--- src/rtl/adc_sample_packer_pkg.sv ---
// Shared definitions for the ADC sample packer: data widths, default
// parameter values, the high-byte header nibble and the serializer states.
package adc_sample_packer_pkg;

   localparam int unsigned DATA_W       = 12;
   localparam int unsigned BYTE_W       = 8;
   localparam int unsigned DEF_AVG_LOG2 = 2;
   localparam int unsigned DEF_FIFO_AW  = 4;

   // Marks the high byte of every word so a receiver can resynchronise.
   localparam logic [3:0] HDR_NIBBLE = 4'hA;

   typedef enum logic [1:0] {
      IDLE    = 2'd0,
      SEND_HI = 2'd1,
      SEND_LO = 2'd2
   } ser_state_t;

   // Layout of the first byte sent for each word.
   typedef struct packed {
      logic [3:0] hdr;
      logic [3:0] nib;
   } hi_byte_t;

   // Builds the header-tagged high byte of a 12-bit word.
   function automatic logic [BYTE_W-1:0] hi_byte(input logic [DATA_W-1:0] word);
      hi_byte_t b;
      b.hdr = HDR_NIBBLE;
      b.nib = word[11:8];
      return b;
   endfunction

endpackage

--- src/rtl/adc_sample_packer_if.sv ---
// Bundle of the sample input, UART byte output and status signals of the
// ADC sample packer.
//   slave  : the packer (consumes samples and tx_ready, drives bytes/status)
//   master : the environment (drives samples and tx_ready)
//   sample_valid/sample_data : XADC conversion strobe and 12-bit result
//   tx_data/tx_valid/tx_ready: byte stream to the UART transmitter
//   fifo_level/overflow/drop_count : buffering status
interface adc_sample_packer_if #(
   parameter int unsigned FIFO_AW = adc_sample_packer_pkg::DEF_FIFO_AW
);
   logic                                      sample_valid;
   logic [adc_sample_packer_pkg::DATA_W-1:0]  sample_data;
   logic [adc_sample_packer_pkg::BYTE_W-1:0]  tx_data;
   logic                                      tx_valid;
   logic                                      tx_ready;
   logic [FIFO_AW:0]                          fifo_level;
   logic                                      overflow;
   logic [7:0]                                drop_count;

   modport slave (
      input  sample_valid, sample_data, tx_ready,
      output tx_data, tx_valid, fifo_level, overflow, drop_count
   );

   modport master (
      output sample_valid, sample_data, tx_ready,
      input  tx_data, tx_valid, fifo_level, overflow, drop_count
   );
endinterface

--- src/rtl/adc_sample_packer_sync_fifo.sv ---
// Synchronous FIFO holding averaged words between averager and serializer.
//   i_clk, i_rst : clock, synchronous active-high reset
//   i_push/i_wdata : write request; accepted only when not full
//   i_pop/o_rdata  : head word (show-ahead) and pop request; ignored when empty
//   o_full/o_empty/o_level : occupancy status
module sync_fifo #(
   parameter int unsigned DW = 12,
   parameter int unsigned AW = 4
) (
   input  logic          i_clk,
   input  logic          i_rst,
   input  logic          i_push,
   input  logic [DW-1:0] i_wdata,
   input  logic          i_pop,
   output logic [DW-1:0] o_rdata,
   output logic          o_full,
   output logic          o_empty,
   output logic [AW:0]   o_level
);

   localparam int unsigned DEPTH = 1 << AW;

   logic [DW-1:0] r_mem [DEPTH];
   logic [AW-1:0] r_wr_ptr;
   logic [AW-1:0] r_rd_ptr;
   logic [AW:0]   r_level;
   logic          w_push_ok;
   logic          w_pop_ok;

   // Fullness is judged before any same-edge pop, so a full FIFO drops the write.
   assign o_full    = (r_level == (AW+1)'(DEPTH));
   assign o_empty   = (r_level == '0);
   assign o_level   = r_level;
   assign o_rdata   = r_mem[r_rd_ptr];
   assign w_push_ok = i_push & ~o_full;
   assign w_pop_ok  = i_pop & ~o_empty;

   // Storage array; contents need no reset because pointers gate reads.
   always_ff @(posedge i_clk) begin
      if (w_push_ok) begin
         r_mem[r_wr_ptr] <= i_wdata;
      end
   end

   // Pointers wrap naturally at DEPTH; level tracks net push/pop.
   always_ff @(posedge i_clk) begin
      if (i_rst) begin
         r_wr_ptr <= '0;
         r_rd_ptr <= '0;
         r_level  <= '0;
      end else begin
         if (w_push_ok) begin
            r_wr_ptr <= r_wr_ptr + 1'b1;
         end
         if (w_pop_ok) begin
            r_rd_ptr <= r_rd_ptr + 1'b1;
         end
         case ({w_push_ok, w_pop_ok})
            2'b10:   r_level <= r_level + 1'b1;
            2'b01:   r_level <= r_level - 1'b1;
            default: r_level <= r_level;
         endcase
      end
   end

endmodule

--- src/rtl/adc_sample_packer.sv ---
// Averages 2^AVG_LOG2 XADC samples into 12-bit words, buffers them in a FIFO
// and serialises each word to the UART as two bytes: {A, word[11:8]} then
// word[7:0].
//   CLK104MHZ : sole clock
//   rst       : synchronous active-high reset
//   bus       : sample input, tx byte handshake and FIFO/drop status
module adc_sample_packer
   import adc_sample_packer_pkg::*;
#(
   parameter int unsigned AVG_LOG2 = DEF_AVG_LOG2,
   parameter int unsigned FIFO_AW  = DEF_FIFO_AW
) (
   input  logic                CLK104MHZ,
   input  logic                rst,
   adc_sample_packer_if.slave  bus
);

   localparam int unsigned ACC_W   = DATA_W + AVG_LOG2;
   localparam int unsigned CNT_W   = (AVG_LOG2 > 0) ? AVG_LOG2 : 1;
   localparam int unsigned WIN_LEN = 1 << AVG_LOG2;

   // ---------------- averager ----------------
   logic [ACC_W-1:0]  r_acc;
   logic [CNT_W-1:0]  r_cnt;
   logic [DATA_W-1:0] r_avg_word;
   logic              r_avg_valid;
   logic [ACC_W-1:0]  w_sum;
   logic              w_last;
   logic [DATA_W-1:0] w_avg;

   assign w_sum  = r_acc + ACC_W'(bus.sample_data);
   // With no averaging every sample closes its own window.
   assign w_last = (AVG_LOG2 == 0) ? 1'b1 : (r_cnt == CNT_W'(WIN_LEN - 1));
   assign w_avg  = DATA_W'(w_sum >> AVG_LOG2);

   // Accumulate one window; emit the truncated mean as a one-cycle strobe.
   always_ff @(posedge CLK104MHZ) begin
      if (rst) begin
         r_acc       <= '0;
         r_cnt       <= '0;
         r_avg_word  <= '0;
         r_avg_valid <= 1'b0;
      end else begin
         r_avg_valid <= 1'b0;
         if (bus.sample_valid) begin
            if (w_last) begin
               r_acc       <= '0;
               r_cnt       <= '0;
               r_avg_word  <= w_avg;
               r_avg_valid <= 1'b1;
            end else begin
               r_acc <= w_sum;
               r_cnt <= r_cnt + 1'b1;
            end
         end
      end
   end

   // ---------------- FIFO ----------------
   logic [DATA_W-1:0] w_head;
   logic              w_full;
   logic              w_empty;
   logic [FIFO_AW:0]  w_level;
   logic              w_pop;
   logic              w_drop;

   sync_fifo #(
      .DW (DATA_W),
      .AW (FIFO_AW)
   ) u_fifo (
      .i_clk   (CLK104MHZ),
      .i_rst   (rst),
      .i_push  (r_avg_valid),
      .i_wdata (r_avg_word),
      .i_pop   (w_pop),
      .o_rdata (w_head),
      .o_full  (w_full),
      .o_empty (w_empty),
      .o_level (w_level)
   );

   assign w_drop = r_avg_valid & w_full;

   // ---------------- drop accounting ----------------
   logic       r_overflow;
   logic [7:0] r_drop_count;

   // Sticky overflow flag and saturating drop counter.
   always_ff @(posedge CLK104MHZ) begin
      if (rst) begin
         r_overflow   <= 1'b0;
         r_drop_count <= '0;
      end else if (w_drop) begin
         r_overflow <= 1'b1;
         if (r_drop_count != 8'hFF) begin
            r_drop_count <= r_drop_count + 8'd1;
         end
      end
   end

   // ---------------- serializer ----------------
   ser_state_t        r_state;
   ser_state_t        w_state_n;
   logic [DATA_W-1:0] r_word;
   logic [DATA_W-1:0] w_word_n;
   logic [BYTE_W-1:0] r_tx_data;
   logic [BYTE_W-1:0] w_tx_data_n;
   logic              r_tx_valid;
   logic              w_tx_valid_n;

   // State, held word and output byte registers.
   always_ff @(posedge CLK104MHZ) begin
      if (rst) begin
         r_state    <= IDLE;
         r_word     <= '0;
         r_tx_data  <= '0;
         r_tx_valid <= 1'b0;
      end else begin
         r_state    <= w_state_n;
         r_word     <= w_word_n;
         r_tx_data  <= w_tx_data_n;
         r_tx_valid <= w_tx_valid_n;
      end
   end

   // Next state; the next byte is prepared so tx_data/tx_valid come from flops.
   always_comb begin
      w_state_n    = r_state;
      w_word_n     = r_word;
      w_tx_data_n  = r_tx_data;
      w_tx_valid_n = r_tx_valid;
      w_pop        = 1'b0;
      case (r_state)
         IDLE: begin
            if (!w_empty) begin
               w_pop        = 1'b1;
               w_word_n     = w_head;
               w_tx_data_n  = hi_byte(w_head);
               w_tx_valid_n = 1'b1;
               w_state_n    = SEND_HI;
            end
         end
         SEND_HI: begin
            if (bus.tx_ready) begin
               w_tx_data_n = r_word[7:0];
               w_state_n   = SEND_LO;
            end
         end
         SEND_LO: begin
            if (bus.tx_ready) begin
               // Chain straight into the next word to avoid an idle gap.
               if (!w_empty) begin
                  w_pop        = 1'b1;
                  w_word_n     = w_head;
                  w_tx_data_n  = hi_byte(w_head);
                  w_tx_valid_n = 1'b1;
                  w_state_n    = SEND_HI;
               end else begin
                  w_tx_data_n  = '0;
                  w_tx_valid_n = 1'b0;
                  w_state_n    = IDLE;
               end
            end
         end
         default: begin
            w_tx_data_n  = '0;
            w_tx_valid_n = 1'b0;
            w_state_n    = IDLE;
         end
      endcase
   end

   assign bus.tx_data    = r_tx_data;
   assign bus.tx_valid   = r_tx_valid;
   assign bus.fifo_level = w_level;
   assign bus.overflow   = r_overflow;
   assign bus.drop_count = r_drop_count;

endmodule

--- src/flat_wrapper.sv ---
// flat-port wrapper written by rule: the top's interface ports become plain ports
module adc_sample_packer_flat import adc_sample_packer_pkg::*;
#(
   parameter int unsigned AVG_LOG2 = DEF_AVG_LOG2,
   parameter int unsigned FIFO_AW  = DEF_FIFO_AW
)
  (CLK104MHZ, rst, bus_sample_valid, bus_sample_data, bus_tx_ready, bus_tx_data, bus_tx_valid, bus_fifo_level, bus_overflow, bus_drop_count);
  adc_sample_packer_if #(.FIFO_AW(FIFO_AW)) bus_i ();
  input  logic CLK104MHZ;
  input  logic rst;
  input wire logic [$bits(bus_i.sample_valid)-1:0] bus_sample_valid;
  input wire logic [$bits(bus_i.sample_data)-1:0] bus_sample_data;
  input wire logic [$bits(bus_i.tx_ready)-1:0] bus_tx_ready;
  output wire logic [$bits(bus_i.tx_data)-1:0] bus_tx_data;
  output wire logic [$bits(bus_i.tx_valid)-1:0] bus_tx_valid;
  output wire logic [$bits(bus_i.fifo_level)-1:0] bus_fifo_level;
  output wire logic [$bits(bus_i.overflow)-1:0] bus_overflow;
  output wire logic [$bits(bus_i.drop_count)-1:0] bus_drop_count;
  assign bus_i.sample_valid = bus_sample_valid;
  assign bus_i.sample_data = bus_sample_data;
  assign bus_i.tx_ready = bus_tx_ready;
  assign bus_tx_data = bus_i.tx_data;
  assign bus_tx_valid = bus_i.tx_valid;
  assign bus_fifo_level = bus_i.fifo_level;
  assign bus_overflow = bus_i.overflow;
  assign bus_drop_count = bus_i.drop_count;
  adc_sample_packer #(.AVG_LOG2(AVG_LOG2), .FIFO_AW(FIFO_AW)) u_core (.CLK104MHZ(CLK104MHZ), .rst(rst), .bus(bus_i));
endmodule
--- config.mk ---
export PLATFORM = sky130hd
export DESIGN_NAME = adc_sample_packer_flat
export DESIGN_NICKNAME = d
export VERILOG_FILES = /design/src/rtl/adc_sample_packer_pkg.sv /design/src/rtl/adc_sample_packer_if.sv /design/src/rtl/adc_sample_packer_sync_fifo.sv /design/src/rtl/adc_sample_packer.sv /design/src/flat_wrapper.sv
export SDC_FILE = /design/constraint.sdc
export NUM_CORES = 1
export LEC_CHECK = 0
export CAP_MARGIN = 10
export CORE_MARGIN = 4
export CORE_UTILIZATION = 45
export CTS_CLUSTER_DIAMETER = 50
export DETAILED_ROUTE_END_ITERATION = 10
export HOLD_SLACK_MARGIN = 0.12
export PLACE_DENSITY_LB_ADDON = 0.1
export SKIP_CTS_REPAIR_TIMING = 1
export SYNTH_ARGS = -nofsm -noshare
export SYNTH_HDL_FRONTEND = slang
export SYNTH_SLANG_ARGS = --single-unit
--- constraint.sdc ---
create_clock -name CLK104MHZ -period 7.1 [get_ports CLK104MHZ]
set_clock_uncertainty 0.15 [all_clocks]
set_input_delay 1.065 -clock CLK104MHZ [delete_from_list [all_inputs] [get_ports CLK104MHZ]]
set_output_delay 1.065 -clock CLK104MHZ [all_outputs]
set_load 0.01 [all_outputs]
==> results of run 1 <==
==> Yosys cell counts, drive strengths merged (4+ instances only) <==
| library cell | n |
|---|---|
| a2111oi | 6 |
| a211oi | 13 |
| a21o | 8 |
| a21oi | 28 |
| a221o | 5 |
| a221oi | 10 |
| a22o | 10 |
| a22oi | 9 |
| buf | 16 |
| clkbuf | 28 |
| dfxtp | 74 |
| edfxtp | 192 |
| ha | 22 |
| inv | 11 |
| mux2i | 9 |
| mux4 | 48 |
| nand2 | 36 |
| nand2b | 13 |
| nand3 | 10 |
| nand3b | 5 |
| nand4 | 6 |
| nor2 | 68 |
| nor2b | 8 |
| nor3 | 12 |
| o21a | 4 |
| o21ai | 16 |
| o22ai | 8 |
| or3 | 7 |
| or4 | 4 |
| xnor2 | 12 |
| xor2 | 11 |
==> critical path, cell delays in order <==
cell	delay [ps]
clkdlybuf4s50_1	650
nor2b_1	140
a211oi_2	250
ha_1	400
xor2_1	130
ha_1	220
a31oi_1	240
o21bai_1	130
a22oi_1	160
mux2_2	350
==> routing by layer <==
metal	wire length (um)	GRT usage, %
met5	0	0
met1	10700	24.3
met4	436	5.10
met2	11900	30.2
met3	1130	3.49
==> report_power, final <==
group	internal [mW]	switching (mW)
registers	1.73	0.0983
logic	0.415	0.435
clock network	1.07	0.657
==> state kept, by name, summed over array words and instances (netlist names), named ones only <==
register	flops
u_core.bus.drop_count	8
u_core.bus.overflow	1
u_core.bus.tx_data	8
u_core.bus.tx_valid	1
u_core.r_acc	14
u_core.r_avg_valid	1
u_core.r_avg_word	12
u_core.r_cnt	2
u_core.r_state	2
u_core.r_word	8
u_core.u_fifo.o_level	5
u_core.u_fifo.r_mem	192
u_core.u_fifo.r_rd_ptr	4
u_core.u_fifo.r_wr_ptr	4
==> cell usage in the layout (no fill, tap or decap), types with 9 or more instances in the layout <==
cell	Yosys	routed
edfxtp_1	192	192
dfxtp_1	74	72
nor2_1	68	64
mux4_2	48	48
clkbuf_16	0	37
clkdlybuf4s50_1	0	37
nand2_1	36	36
a21oi_1	28	28
ha_1	22	22
buf_4	1	16
o21ai_0	15	15
nand2b_1	13	13
xnor2_1	12	12
a211oi_1	12	12
inv_1	11	11
xor2_1	11	11
a221oi_1	10	10
a22o_1	10	10
a22oi_1	9	9
mux2i_1	9	9
nand3_1	9	9
==> per-stage QoR <==
| step | power, mW | utilization [%] | cells |
|---|---|---|---|
| final | 4.40 | 53.5 | 1144 |
| after global routing | 4.61 | 53.5 | 1144 |
| after CTS | 4.45 | 53.5 | 1144 |
| after detailed placement | 2.72 | 48.8 | 1082 |
| after global placement | 2.70 | 48.8 | 1082 |
| after floorplan | 2.48 | - | 748 |
==> final cells by class <==
class | instances | area share, %
well taps | 324 | 3.12
clock inverters | 22 | 1.67
repair buffers | 54 | 3.82
multi-input cells | 427 | 28.0
flip-flops and latches | 266 | 55.9
inverters | 11 | 0.318
clock buffers | 40 | 7.22
==> path summary, 6_finish.rpt <==
path	cells after the start	start	end
setup / recovery	10	bus_tx_ready	u_core.u_fifo.o_level[4]
hold / removal	2	u_core.bus.overflow	u_core.bus.overflow
setup reg to reg	10	u_core.u_fifo.o_level[2]	u_core.u_fifo.o_level[4]
hold reg to reg	2	u_core.bus.overflow	u_core.bus.overflow
==> kinds of logic (layout without fill, tap and decap cells) <==
family / Yosys count / after routing / share of synthesized area (%)
DFF: 266 / 266 / 65.4
and+or+nand+nor: 183 / 183 / 8.15
AOI/OAI and AO/OA: 139 / 139 / 9.13
muxes: 59 / 59 / 10.8
buffers and inverters: 55 / 127 / 2.04
adders and majority gates: 23 / 23 / 2.67
xor gates and xnor gates: 23 / 23 / 1.82
==> reports/results.tsv, run 1 <==
metric	value	unit
status	complete, no violations	
CTS sink count	266	
hold slack	301	ps
Area contributors post-synth	edfxtp_1 52%, dfxtp_1 13%, mux4_2 9.8%, ha_1 2.5%, nor2_1 2.3%	
Slew @ Worst Pin	1020	ps
IO Port Bufs	38	
router iterations before antenna repair	8	
PwrDens	339	mW/mm2
design area	0.0130	mm2
fin worst setup slack	3580	ps
crit path capture type	flip-flop	
RSZ-0062 raised after global routing	no	
TritonCTS clock tree	yes	
Worst-Skew Late Latency	500	ps
Synth top area share	52.0	%
CTS root buf	clkbuf_16	
crit start category	input pin	
Clock Tree Buf Depth	3	
Max-Cap Viols	0	
CP max FO	11	
Post-route DRC	0	
Starting Density	45.7	%
max-slew violation count	0	
1st-iter DRT viols	595	
area post-placement	0.0118	mm2
IO Count	39	
area grow syn2layout	17.2	%
RePlAce Congestion	0.803	
clock slew seen by the registers of the worst setup and hold paths	50	ps
# rows	57	
critical path class	input pin to flip-flop	
Die X	165	um
worst rel slew slack	31.8	%
nets	834	
Worst EP arrival	3750	ps
Fmax	0.284	GHz
chip height	165	um
first-pass GRT wire length	37500	um
Total Wirelength	24200	um
layout cell share with drive strength beyond 1	17.0	%
Async S/R FF share, synth	0	%
vias in the first global route	6518	
Worst Path Required	7330	ps
detailed placer's ending HPWL	15300	um
Place WS	3110	ps
Hold Crit Class	flip-flop to flip-flop	
final hold vios	0	
ys flop type	edfxtp_1	
CORE AREA	0.0242	mm2
FF+latch count, synth	266	
Total GRT Usage	18.1	%
final period utilization	49.6	%
Post-Syn Instances	748	
Reg2Reg Setup Slack	3820	ps
Post-synth EDFFs	192	
Reg area	0.00725	mm2
multi-input combinational cell area	0.00363	mm2
fillcell total	1989	
Leak Pwr	4.54	nW
CTS Buf Count	35	
Unique masters post-synth	62	
via count	6537	
average size of a mapped cell	14.8	um2
syn nets	787	
Peak supply drop	0.160	mV
Cell Area, Synth	0.0111	mm2
YS warnings	0	
H-tree levels	2	
Antenna Violating Nets Remaining	0	
die area	0.0272	mm2
post-synthesis sequential area ratio	65.4	%
largest net degree at the start of global routing	49	
WL/cell	21.1	um
number of inserted diodes	0	
final worst path period need	3520	ps
final setup fails	0	
setup TNS	0	ps
Via density	5.71	
total grt overflow	0	
post-synth top area cell	edfxtp_1	
initial antenna violation count	0	
Power figures use the tool's default switching activity.
==> inputs of run 2 (changes only) <==
==> constraint.sdc (replaced) <==
create_clock -name CLK104MHZ -period 3.1 [get_ports CLK104MHZ]
set_clock_uncertainty 0.15 [all_clocks]
set_input_delay 0.465 -clock CLK104MHZ [delete_from_list [all_inputs] [get_ports CLK104MHZ]]
set_output_delay 0.465 -clock CLK104MHZ [all_outputs]
set_load 0.01 [all_outputs]
==> reports/results.tsv, run 2 (synthesized netlist as in run 1, its figures left out) <==
metric	value	unit
first-pass GRT wire length	37600	um
crit path capture type	flip-flop	
clock power share	39.8	%
nets	853	
Die X	165	um
crit start category	flip-flop	
PwrDens	780	mW/mm2
final period utilization	91.7	%
Max-Cap Viols	0	
largest net degree at the start of global routing	59	
Worst-Skew Late Latency	500	ps
CP max FO	5	
total grt overflow	0	
TritonCTS clock tree	yes	
IO Port Bufs	38	
Reg with most FFs	u_core.u_fifo.r_mem	
WL/cell	20.4	um
die area	0.0272	mm2
number of inserted diodes	0	
Clock Tree Buf Depth	3	
critical path class	flip-flop to flip-flop	
CTS Buf Count	35	
detailed placer's ending HPWL	15200	um
Worst Path Required	3330	ps
Final Non-Filler Cells	1161	
max-slew violation count	0	
setup TNS	0	ps
Psw	2.70	mW
# rows	57	
Leak Pwr	4.75	nW
CTS root buf	clkbuf_16	
worst rel slew slack	42.9	%
Peak supply drop	0.606	mV
via count	6541	
1st-iter DRT viols	530	
hold slack	237	ps
Hold Crit Class	input pin to flip-flop	
max FFs per register	192	
Total Wirelength	23700	um
status	complete, no violations	
Cell Int Power	7.59	mW
Via density	5.63	
CTS sink count	266	
fillcell total	1967	
RSZ-0062 raised after global routing	no	
IO Count	39	
final hold vios	0	
router iterations before antenna repair	4	
final setup fails	0	
layout cell share with drive strength beyond 1	18.5	%
part of the power in registers	40.4	%
post-layout util	54.4	%
Pwr Total	10.3	mW
area grow syn2layout	19.0	%
Antenna Violating Nets Remaining	0	
Fmax	0.352	GHz
vias in the first global route	6649	
H-tree levels	2	
chip height	165	um
Total GRT Usage	18.1	%
RePlAce Congestion	0.846	
initial antenna violation count	0	
Comb pwr share	19.7	%
Placed Cells	1101	
most frequent cells in the layout	192 x edfxtp_1, 70 x dfxtp_1, 68 x nor2_1, 48 x mux4_2	
Starting Density	45.7	%
Slew @ Worst Pin	855	ps
Top Registers	u_core.u_fifo.r_mem: 192 flops, u_core.r_acc: 14 flops, u_core.r_avg_word: 12 flops	
most common cell after layout, fill and taps aside	edfxtp_1	
Worst EP arrival	3070	ps
final worst path period need	2840	ps
CORE AREA	0.0242	mm2
Switching Fraction	26.2	%
clock slew seen by the registers of the worst setup and hold paths	50	ps
Post-route DRC	0	
-- run 2: worst max-delay path, stage by stage (launching register included) --
cell      delay [ps]
dfxtp_1          450
nor4_4            90
buf_4            160
a21boi_1         260
inv_1             90
ha_1             260
ha_1             370
nand3_1           90
nor4_1           190
a21oi_1           60
a22oi_1          200
mux2_2           350
-- run 2: power by group through the flow --
stage / sequential [mW] / clock (mW) / combinational, mW
4_1_cts: 4.16 / 4.20 / 2.06
6_report: 4.16 / 4.10 / 2.03
3_5_place_dp: 4.23 / 0 / 2.05
2_1_floorplan: 4.17 / 0 / 1.47
5_1_grt: 4.19 / 4.37 / 2.25
3_3_place_gp: 4.22 / 0 / 2.01
-- run 2: path summary, 6_finish.rpt --
kind | startpoint | end | slack (ps) | cells past startpoint
worst min-delay path | rst | flip-flop | 240 | 2
worst min register to register | u_core.bus.overflow | u_core.bus.overflow | 300 | 2
worst max-delay path | u_core.u_fifo.o_level[3] | u_core.u_fifo.o_level[4] | 260 | 11
worst max register to register | u_core.u_fifo.o_level[3] | u_core.u_fifo.o_level[4] | 260 | 11
-- run 2: area by class of cell --
cell class	count	area (um2)	share of cell area, %
Sequential cell	266	7250	55.0
Timing Repair Buffer	73	663	5.03
Clock inverter	18	245	1.86
Multi-Input combinational cell	427	3620	27.5
Inverter	11	41.3	0.313
Tap cell	324	405	3.07
Clock buffer	42	955	7.24
-- run 2: metrics by stage --
step / worst slack (ps) / instance area, um2
finish: 258 / 13200
global placement: 128 / 12000
detailed placement: 136 / 12000
floorplan: 19.7 / 11100
CTS: 141 / 13200
global route: 43.1 / 13200
-- run 2: routing by layer --
layer,vias to the layer above,routed length (um),track usage (%)
met5,-,0,0
met3,34,1150,3.84
met2,140,11900,30.4
met4,0,405,4.50
li1,3061,-,-
met1,3306,10300,24.1
==> inputs of run 3 (changes only) <==
--- a/config.mk
+++ b/config.mk
@@ -13,6 +13,7 @@
 export HOLD_SLACK_MARGIN = 0.12
 export PLACE_DENSITY_LB_ADDON = 0.1
 export SKIP_CTS_REPAIR_TIMING = 1
+export SLEW_MARGIN = 40
 export SYNTH_ARGS = -nofsm -noshare
 export SYNTH_HDL_FRONTEND = slang
 export SYNTH_SLANG_ARGS = --single-unit
==> reports/results.tsv, run 3 (synthesized netlist as in run 1, its figures left out) <==
metric	value	unit
Reg2Reg Setup Slack	260	ps
Via density	5.63	
worst rel slew slack	47.4	%
Die X	165	um
Worst EP arrival	3060	ps
crit start category	flip-flop	
IO Count	39	
RSZ-0062 raised after global routing	no	
TritonCTS clock tree	yes	
final hold vios	0	
critical path class	flip-flop to flip-flop	
CORE AREA	0.0242	mm2
Worst-Skew Late Latency	500	ps
Reg with most FFs	u_core.u_fifo.r_mem	
RePlAce Congestion	0.846	
detailed placer's ending HPWL	15200	um
status	complete, no violations	
Slew @ Worst Pin	786	ps
CP max FO	5	
FF-to-FF Start	u_core.u_fifo.o_level[3]	
setup TNS	0	ps
fillcell total	1968	
Worst R2R Path Depth	11	
most common cell after layout, fill and taps aside	edfxtp_1	
CTS sink count	266	
max-slew violation count	0	
CTS Buf Count	35	
Post-route DRC	0	
final worst path period need	2840	ps
Antenna Violating Nets Remaining	0	
crit-path max cell delay	450	ps
Max-Cap Viols	0	
Worst Hold Launch	rst	
WL/cell	20.4	um
most frequent cells in the layout	192 x edfxtp_1, 69 x dfxtp_1, 68 x nor2_1, 48 x mux4_2	
nets	853	
crit path capture type	flip-flop	
Peak supply drop	0.606	mV
vias in the first global route	6649	
die area	0.0272	mm2
Fmax	0.353	GHz
Total Wirelength	23700	um
final period utilization	91.5	%
layout cell share with drive strength beyond 1	18.8	%
Most common cell on crit path	ha_1	
final setup fails	0	
Total GRT Usage	18.1	%
Worst Hold Depth	2	
1st-iter DRT viols	563	
first-pass GRT wire length	37600	um
clock slew seen by the registers of the worst setup and hold paths	50	ps
via count	6539	
# rows	57	
total grt overflow	0	
chip height	165	um
Worst Path Required	3330	ps
Final Non-Filler Cells	1161	
initial antenna violation count	0	
H-tree levels	2	
number of inserted diodes	0	
critical path cell sequence	nor4_4 -> buf_4 -> a21boi_1 -> inv_1 -> ha_1 -> ha_1 -> nand3_1 -> nor4_1 -> a21oi_1 -> a22oi_1 -> mux2_2	
IO Port Bufs	38	
FF-to-FF End	u_core.u_fifo.o_level[4]	
router iterations before antenna repair	4	
Top Registers	u_core.u_fifo.r_mem: 192 flops, u_core.r_acc: 14 flops, u_core.r_avg_word: 12 flops	
max FFs per register	192	
largest net degree at the start of global routing	59	
Placed Cells	1101	
Hold Crit Class	input pin to flip-flop	
CP max-delay cell	dfxtp_1	
CTS root buf	clkbuf_16	
area grow syn2layout	19.1	%
Clock Tree Buf Depth	3	
PwrDens	780	mW/mm2
Starting Density	45.7	%
Leak Pwr	4.75	nW
==> run 3: cell types whose count changed in the layout (fill, tap and decap cells not counted) <==
cell	change
nor2b_1	-1
nor2b_2	+1
dfxtp_1	-1
dfxtp_2	+1
==> run 3: through the flow <==
step | hold WS (ps) | total power, mW | worst slack, ps | util, % | area, um2
floorplan | 279 | 5.64 | 19.7 | - | 11100
global placement | 286 | 6.23 | 128 | 49.4 | 12000
detailed placement | 296 | 6.28 | 136 | 49.4 | 12000
CTS | 222 | 10.4 | 141 | 54.4 | 13200
global route | 241 | 10.8 | 43.1 | 54.4 | 13200
finish | 235 | 10.3 | 264 | 54.4 | 13200
==> run 3: worst max-delay path by stage <==
stage / cells past startpoint / startpoint / end / slack [ps]
2_1_floorplan: 12 / u_core.u_fifo.o_level[1] / u_core.u_fifo.o_level[4] / 20
3_3_place_gp: 9 / bus_sample_data[0] / u_core.r_acc[12] / 130
3_5_place_dp: 10 / bus_tx_ready / u_core.u_fifo.o_level[4] / 140
4_1_cts: 11 / u_core.u_fifo.o_level[1] / u_core.u_fifo.o_level[4] / 140
5_1_grt: 11 / u_core.u_fifo.o_level[3] / u_core.u_fifo.o_level[4] / 40
6_report: 11 / u_core.u_fifo.o_level[3] / u_core.u_fifo.o_level[4] / 260
==> run 3: final cells by class <==
| type | count | area (um2) | area share (%) |
|---|---|---|---|
| flip-flops and latches | 266 | 7250 | 55.0 |
| well taps | 324 | 405 | 3.07 |
| repair buffers | 73 | 663 | 5.03 |
| clock buffers | 42 | 955 | 7.24 |
| inverters | 11 | 41.3 | 0.313 |
| multi-input cells | 427 | 3630 | 27.5 |
| clock inverters | 18 | 245 | 1.86 |
==> run 3: worst max-delay path, delay by kind of cell, from the launching register on <==
family / cells / cell delay (ps)
AO/OA/AOI/OAI: 3 / 520
buffers and inverters: 2 / 250
adder cells (fa/ha/maj): 2 / 630
multiplexers: 1 / 350
AND/OR/NAND/NOR: 3 / 360
flip-flops: 1 / 450
==> run 3: per-layer routing <==
metal | vias to the layer above | global-route usage, % | share of wire (%)
met2 | 140 | 30.4 | 50
met5 | - | 0 | 0
li1 | 3063 | - | -
met4 | 0 | 4.50 | 1.7
met1 | 3302 | 24.1 | 44
met3 | 34 | 3.84 | 4.9
==> run 3: report_power, final <==
part / total [mW] / internal, mW / leakage, nW / switching (mW)
clock: 4.10 / 2.63 / 0.590 / 1.47
sequential: 4.16 / 3.96 / 2.64 / 0.199
combinational: 2.03 / 1.00 / 1.52 / 1.03
total: 10.3 / 7.59 / 4.75 / 2.70
==> RTL change 1: new RTL, flow settings as in run 1 <==
Re-encode `ser_state_t` (3 states) as one-hot, 3 bits wide.
--- a/src/rtl/adc_sample_packer_pkg.sv
+++ b/src/rtl/adc_sample_packer_pkg.sv
@@ -11,8 +11,8 @@
    localparam logic [3:0] HDR_NIBBLE = 4'hA;
 
-   typedef enum logic [1:0] {
-      IDLE    = 2'd0,
-      SEND_HI = 2'd1,
-      SEND_LO = 2'd2
+   typedef enum logic [2:0] {
+      IDLE    = 3'b001,
+      SEND_HI = 3'b010,
+      SEND_LO = 3'b100
    } ser_state_t;
 
Function: no difference found for any inputs over 4 cycles, from zero or initial values and one cycle with rst high; so few cycles prove little.
==> RTL change 1 against run 1 <==
- cell area increased by 0.21%
- combinational power fell by 6.6%
- setup slack got worse by 810 ps
- synthesized cell count shrank 1.2%
- sequential cell count is 1 higher
- wire length fell by 0.40%
- sequential share of layout area increased by 0.064 points
- critical path depth is the same
- first-iteration DRC count down 15%
- area after synthesis down 0.45%
- die area decreased by 0.43%
- total power shrank 0.16%
==> RTL change 1: results (changes against run 1) <==
metric	value	unit	change
synth-async-reset-ratio	0	%	unchanged
crit_path_max_fanout	19		+8
multi_input_area	3590	sq um	-1.1%
numPortBuffers	38		unchanged
ir_drop	196	uV	+22%
inverters	10		-1
maxSlewHeadroom	32.6	%	+0.81 points
comb_power_share	18.1	%	-1.2 points
final-nonclk-buf-share	3.46	%	-0.35 points
crit_arrival	4570	ps	+820 ps
rr_startpoint	u_core.r_state[2]		
clk_pin_slew	60	ps	
synthDistinctLibCells	61		-1.6%
cpPeakStageDelay	880	ps	+230 ps
critPathSlowestCell	o221a_1		
seq_cells	267		+0.38%
synthFlopType	edfxtp_1		
synth_common_cells	edfxtp_1, nor2_1, dfxtp_1		
fin_nets	823		-1.3%
synthTopCellsByArea	edfxtp_1, dfxtp_1, mux4_2		
die_w	165	microns	-0.22%
synth_edf_count	192		unchanged
grt_max_degree	78		+59%
placed_area	11800	sq um	-0.55%
place_hpwl	14600	microns	-4.5%
antenna_found_initial	0		unchanged
power_frac_clock	41.8	%	+2.6 points
whs_path_depth	2		unchanged
reg2reg_slack	3270	ps	-550 ps
grt_usage	18.3	%	+0.22 points
drive_gt1_share	18.6	%	+1.7 points
num-multi-input-gates	422		-1.2%
min_from	u_core.r_acc[10]		
whs_endpoint	u_core.r_acc[10]		
gp_congestion	0.826		+2.8%
power_leakage	4.42	nW	-2.5%
signal_buffers	48		-11%
drtIter0Drc	505		-15%
status	completed		
nClkBuffers	42		+5.0%
dr.pass1.iters	4		-4
num_antenna_cells	0		unchanged
clock_area_share	9.58	%	+0.69 points
worst-r2r-cell-count	9		-1
yosysSeqAreaShare	65.9	%	+0.48 points
grt_pass1_wl	37500	microns	+0.13%
fill_cells	2053		+3.2%
grt_pass1_vias	6580		+0.95%
synth_nets	778		-1.1%
vias_per_cell	5.63		-1.4%
internal-power	3.26	mW	+1.6%
avgRoutedWirePerCell	21.2	microns	+0.39%
sh_seq_area	55.9	%	+0.064 points
[RTL change 1: metrics by stage]
stage               instances  setup WS [ps]  utilization (%)  hold slack [ps]  power (mW)
floorplan                 739           3360                -              304        2.40
global placement         1071           2420             48.5              309        2.58
detailed placement       1071           2280             48.5              332        2.59
CTS                      1135           2780             53.6              345        4.45
global route             1135           2610             53.6              371        4.58
finish                   1135           2770             53.6              341        4.39
[RTL change 1: worst max-delay path by stage]
| stage | end | startpoint | slack, ps |
|---|---|---|---|
| after floorplan | u_core.u_fifo.o_level[4] | bus_tx_ready | 3360 |
| after global placement | u_core.u_fifo.o_level[4] | bus_tx_ready | 2420 |
| after detailed placement | u_core.u_fifo.o_level[4] | bus_tx_ready | 2280 |
| after CTS | u_core.u_fifo.o_level[4] | bus_tx_ready | 2780 |
| after global routing | u_core.u_fifo.o_level[4] | bus_tx_ready | 2610 |
| final | u_core.u_fifo.o_level[4] | bus_tx_ready | 2770 |
[RTL change 1: tightest hold or removal path: stages, from the launching register on]
cell	delay [ps]
dfxtp_1	320
a32oi_1	60
nor2_1	70
[RTL change 1: logic make-up (layout without fill, tap and decap cells)]
| group | Yosys count | after routing | share of synthesized area [%] |
|---|---|---|---|
| muxes | 75 | 75 | 13.2 |
| adders and majority gates | 23 | 23 | 2.68 |
| buffers and inverters | 50 | 122 | 1.89 |
| AOI/OAI and AO/OA | 107 | 107 | 6.63 |
| xor gates and xnor gates | 21 | 21 | 1.67 |
| DFF | 267 | 267 | 65.9 |
| and+or+nand+nor | 196 | 196 | 8.07 |
[RTL change 1: per-layer routing]
metal | part of all wire, % | up-vias | global-route usage [%]
li1 | - | 2950 | -
met1 | 44 | 3266 | 24.7
met2 | 51 | 153 | 31.1
met3 | 4.2 | 26 | 2.92
met4 | 1.5 | 0 | 4.84
met5 | 0 | - | 0
==> RTL change 2: new RTL, flow settings as in run 1 <==
Without the edit above. The package constant `DEF_AVG_LOG2` goes from 2 to 3.
--- a/src/rtl/adc_sample_packer_pkg.sv
+++ b/src/rtl/adc_sample_packer_pkg.sv
@@ -5,5 +5,5 @@
    localparam int unsigned DATA_W       = 12;
    localparam int unsigned BYTE_W       = 8;
-   localparam int unsigned DEF_AVG_LOG2 = 2;
+   localparam int unsigned DEF_AVG_LOG2 = 3;
    localparam int unsigned DEF_FIFO_AW  = 4;
 
Function: changed (Yosys sat finds a counterexample within 10 cycles, from zero or initial values and one cycle with rst high).
==> RTL change 2 against run 1 <==
- first-iteration DRC count shrank 16%
- via count grew 0.67%
- area after synthesis grew 0.52%
- wire length grew 3.9%
- global-route usage grew 0.70 points
- register-to-register slack lost 720 ps
- cell area grew 0.19%
- fmax shrank 17%
- critical path depth grew 2
- setup slack lost 720 ps
- total power grew 0.33%
- sequential cell count grew 2
==> RTL change 2: results (changes against run 1) <==
metric	value	unit	change
status	completed		
power_switching	1.19	mW	about the same
ir_drop	156	uV	-2.6%
crit_path_max_fanout	15		+4
synthFlopType	edfxtp_1		
tightest_slew	1110	ps	+89.2 ps
drive_gt1_share	17.2	%	+0.26 points
place_hpwl	15400	microns	+0.52%
grt_pass1_wl	38700	microns	+3.2%
vias_per_cell	5.73		+0.24%
clock_tree.root_cell	clkbuf_16		
antenna_found_initial	0		unchanged
drt_wl_total	25100	microns	+3.9%
grt_max_degree	73		+49%
avgRoutedWirePerCell	21.9	microns	+3.5%
fin_nets	840		+0.72%
power_leakage	4.11	nW	-9.4%
critical_path.top_delay_family	simple AND/OR/NAND/NOR gates		
synth_cells	761		+1.7%
synth_warnings	0		unchanged
synthDistinctLibCells	65		+4.8%
grt_pass1_vias	6645		+1.9%
drtIter0Drc	497		-16%
cts-buffers-inserted	34		-2.9%
synth_nets	801		+1.8%
hp-class	reg2reg		
min_from	u_core.r_word[6]		
post-place-cells	1088		+0.55%
largestRegisters	u_core.u_fifo.r_mem: 192 flops, u_core.r_acc: 15 flops, u_core.r_avg_word: 12 flops		
place_worst_setup_slack	2380	ps	-733 ps
crit_arrival	4510	ps	+760 ps
yosysSeqAreaShare	65.4	%	about the same
grt_usage	18.8	%	+0.70 points
numPortBuffers	38		unchanged
dr.pass1.iters	5		-3
gp_congestion	0.824		+2.6%
num_antenna_cells	0		unchanged
clk_latency	490	ps	
fill_cells	1946		-2.2%
synthTopCellsByArea	edfxtp_1, dfxtp_1, mux4_2		
synth_common_cells	edfxtp_1, dfxtp_1, nor2_1		
placed_area	11800	sq um	+0.15%
cpPeakStageDelay	680	ps	+30 ps
==> RTL change 2: final timing paths <==
path         cells past startpoint  slack, ps                        to
max                             12       2860  u_core.u_fifo.o_level[4]
min                              2        310          u_core.r_word[6]
min reg2reg                      2        310          u_core.r_word[6]
max reg2reg                     12       3100  u_core.u_fifo.o_level[4]
==> RTL change 2: power groups by stage <==
stage | clock, mW | sequential [mW] | combinational (mW)
after floorplan | 0 | 1.80 | 0.666
after CTS | 1.77 | 1.85 | 0.835
final | 1.74 | 1.84 | 0.831
after detailed placement | 0 | 1.88 | 0.830
after global placement | 0 | 1.88 | 0.807
after global routing | 1.85 | 1.86 | 0.910
==> RTL change 2: layout make-up <==
class | instances | area, sq um | area share [%]
multi-input combinational | 432 | 3650 | 28.0
inverter | 19 | 71.3 | 0.548
sequential | 268 | 7290 | 56.1
clock inverter | 20 | 210 | 1.62
clock buffer | 41 | 951 | 7.31
tap | 324 | 405 | 3.12
timing repair buffer | 45 | 428 | 3.29
==> RTL change 2: per-layer routing <==
| layer | GRT usage [%] | routed length [microns] |
|---|---|---|
| met1 | 24.9 | 10800 |
| met2 | 32.2 | 12900 |
| met3 | 3.45 | 1080 |
| met4 | 4.72 | 375 |
| met5 | 0 | 0 |
==> RTL change 2: kinds of logic (layout without fill, tap and decap cells) <==
logic type | after synthesis | count (layout) | share of synthesized area (%)
DFF | 268 | 268 | 65.4
and+or+nand+nor | 206 | 206 | 8.47
AOI/OAI and AO/OA | 119 | 119 | 7.31
muxes | 63 | 63 | 12.2
buffers and inverters | 61 | 125 | 2.26
adders and majority gates | 24 | 24 | 2.76
xor gates and xnor gates | 20 | 20 | 1.57
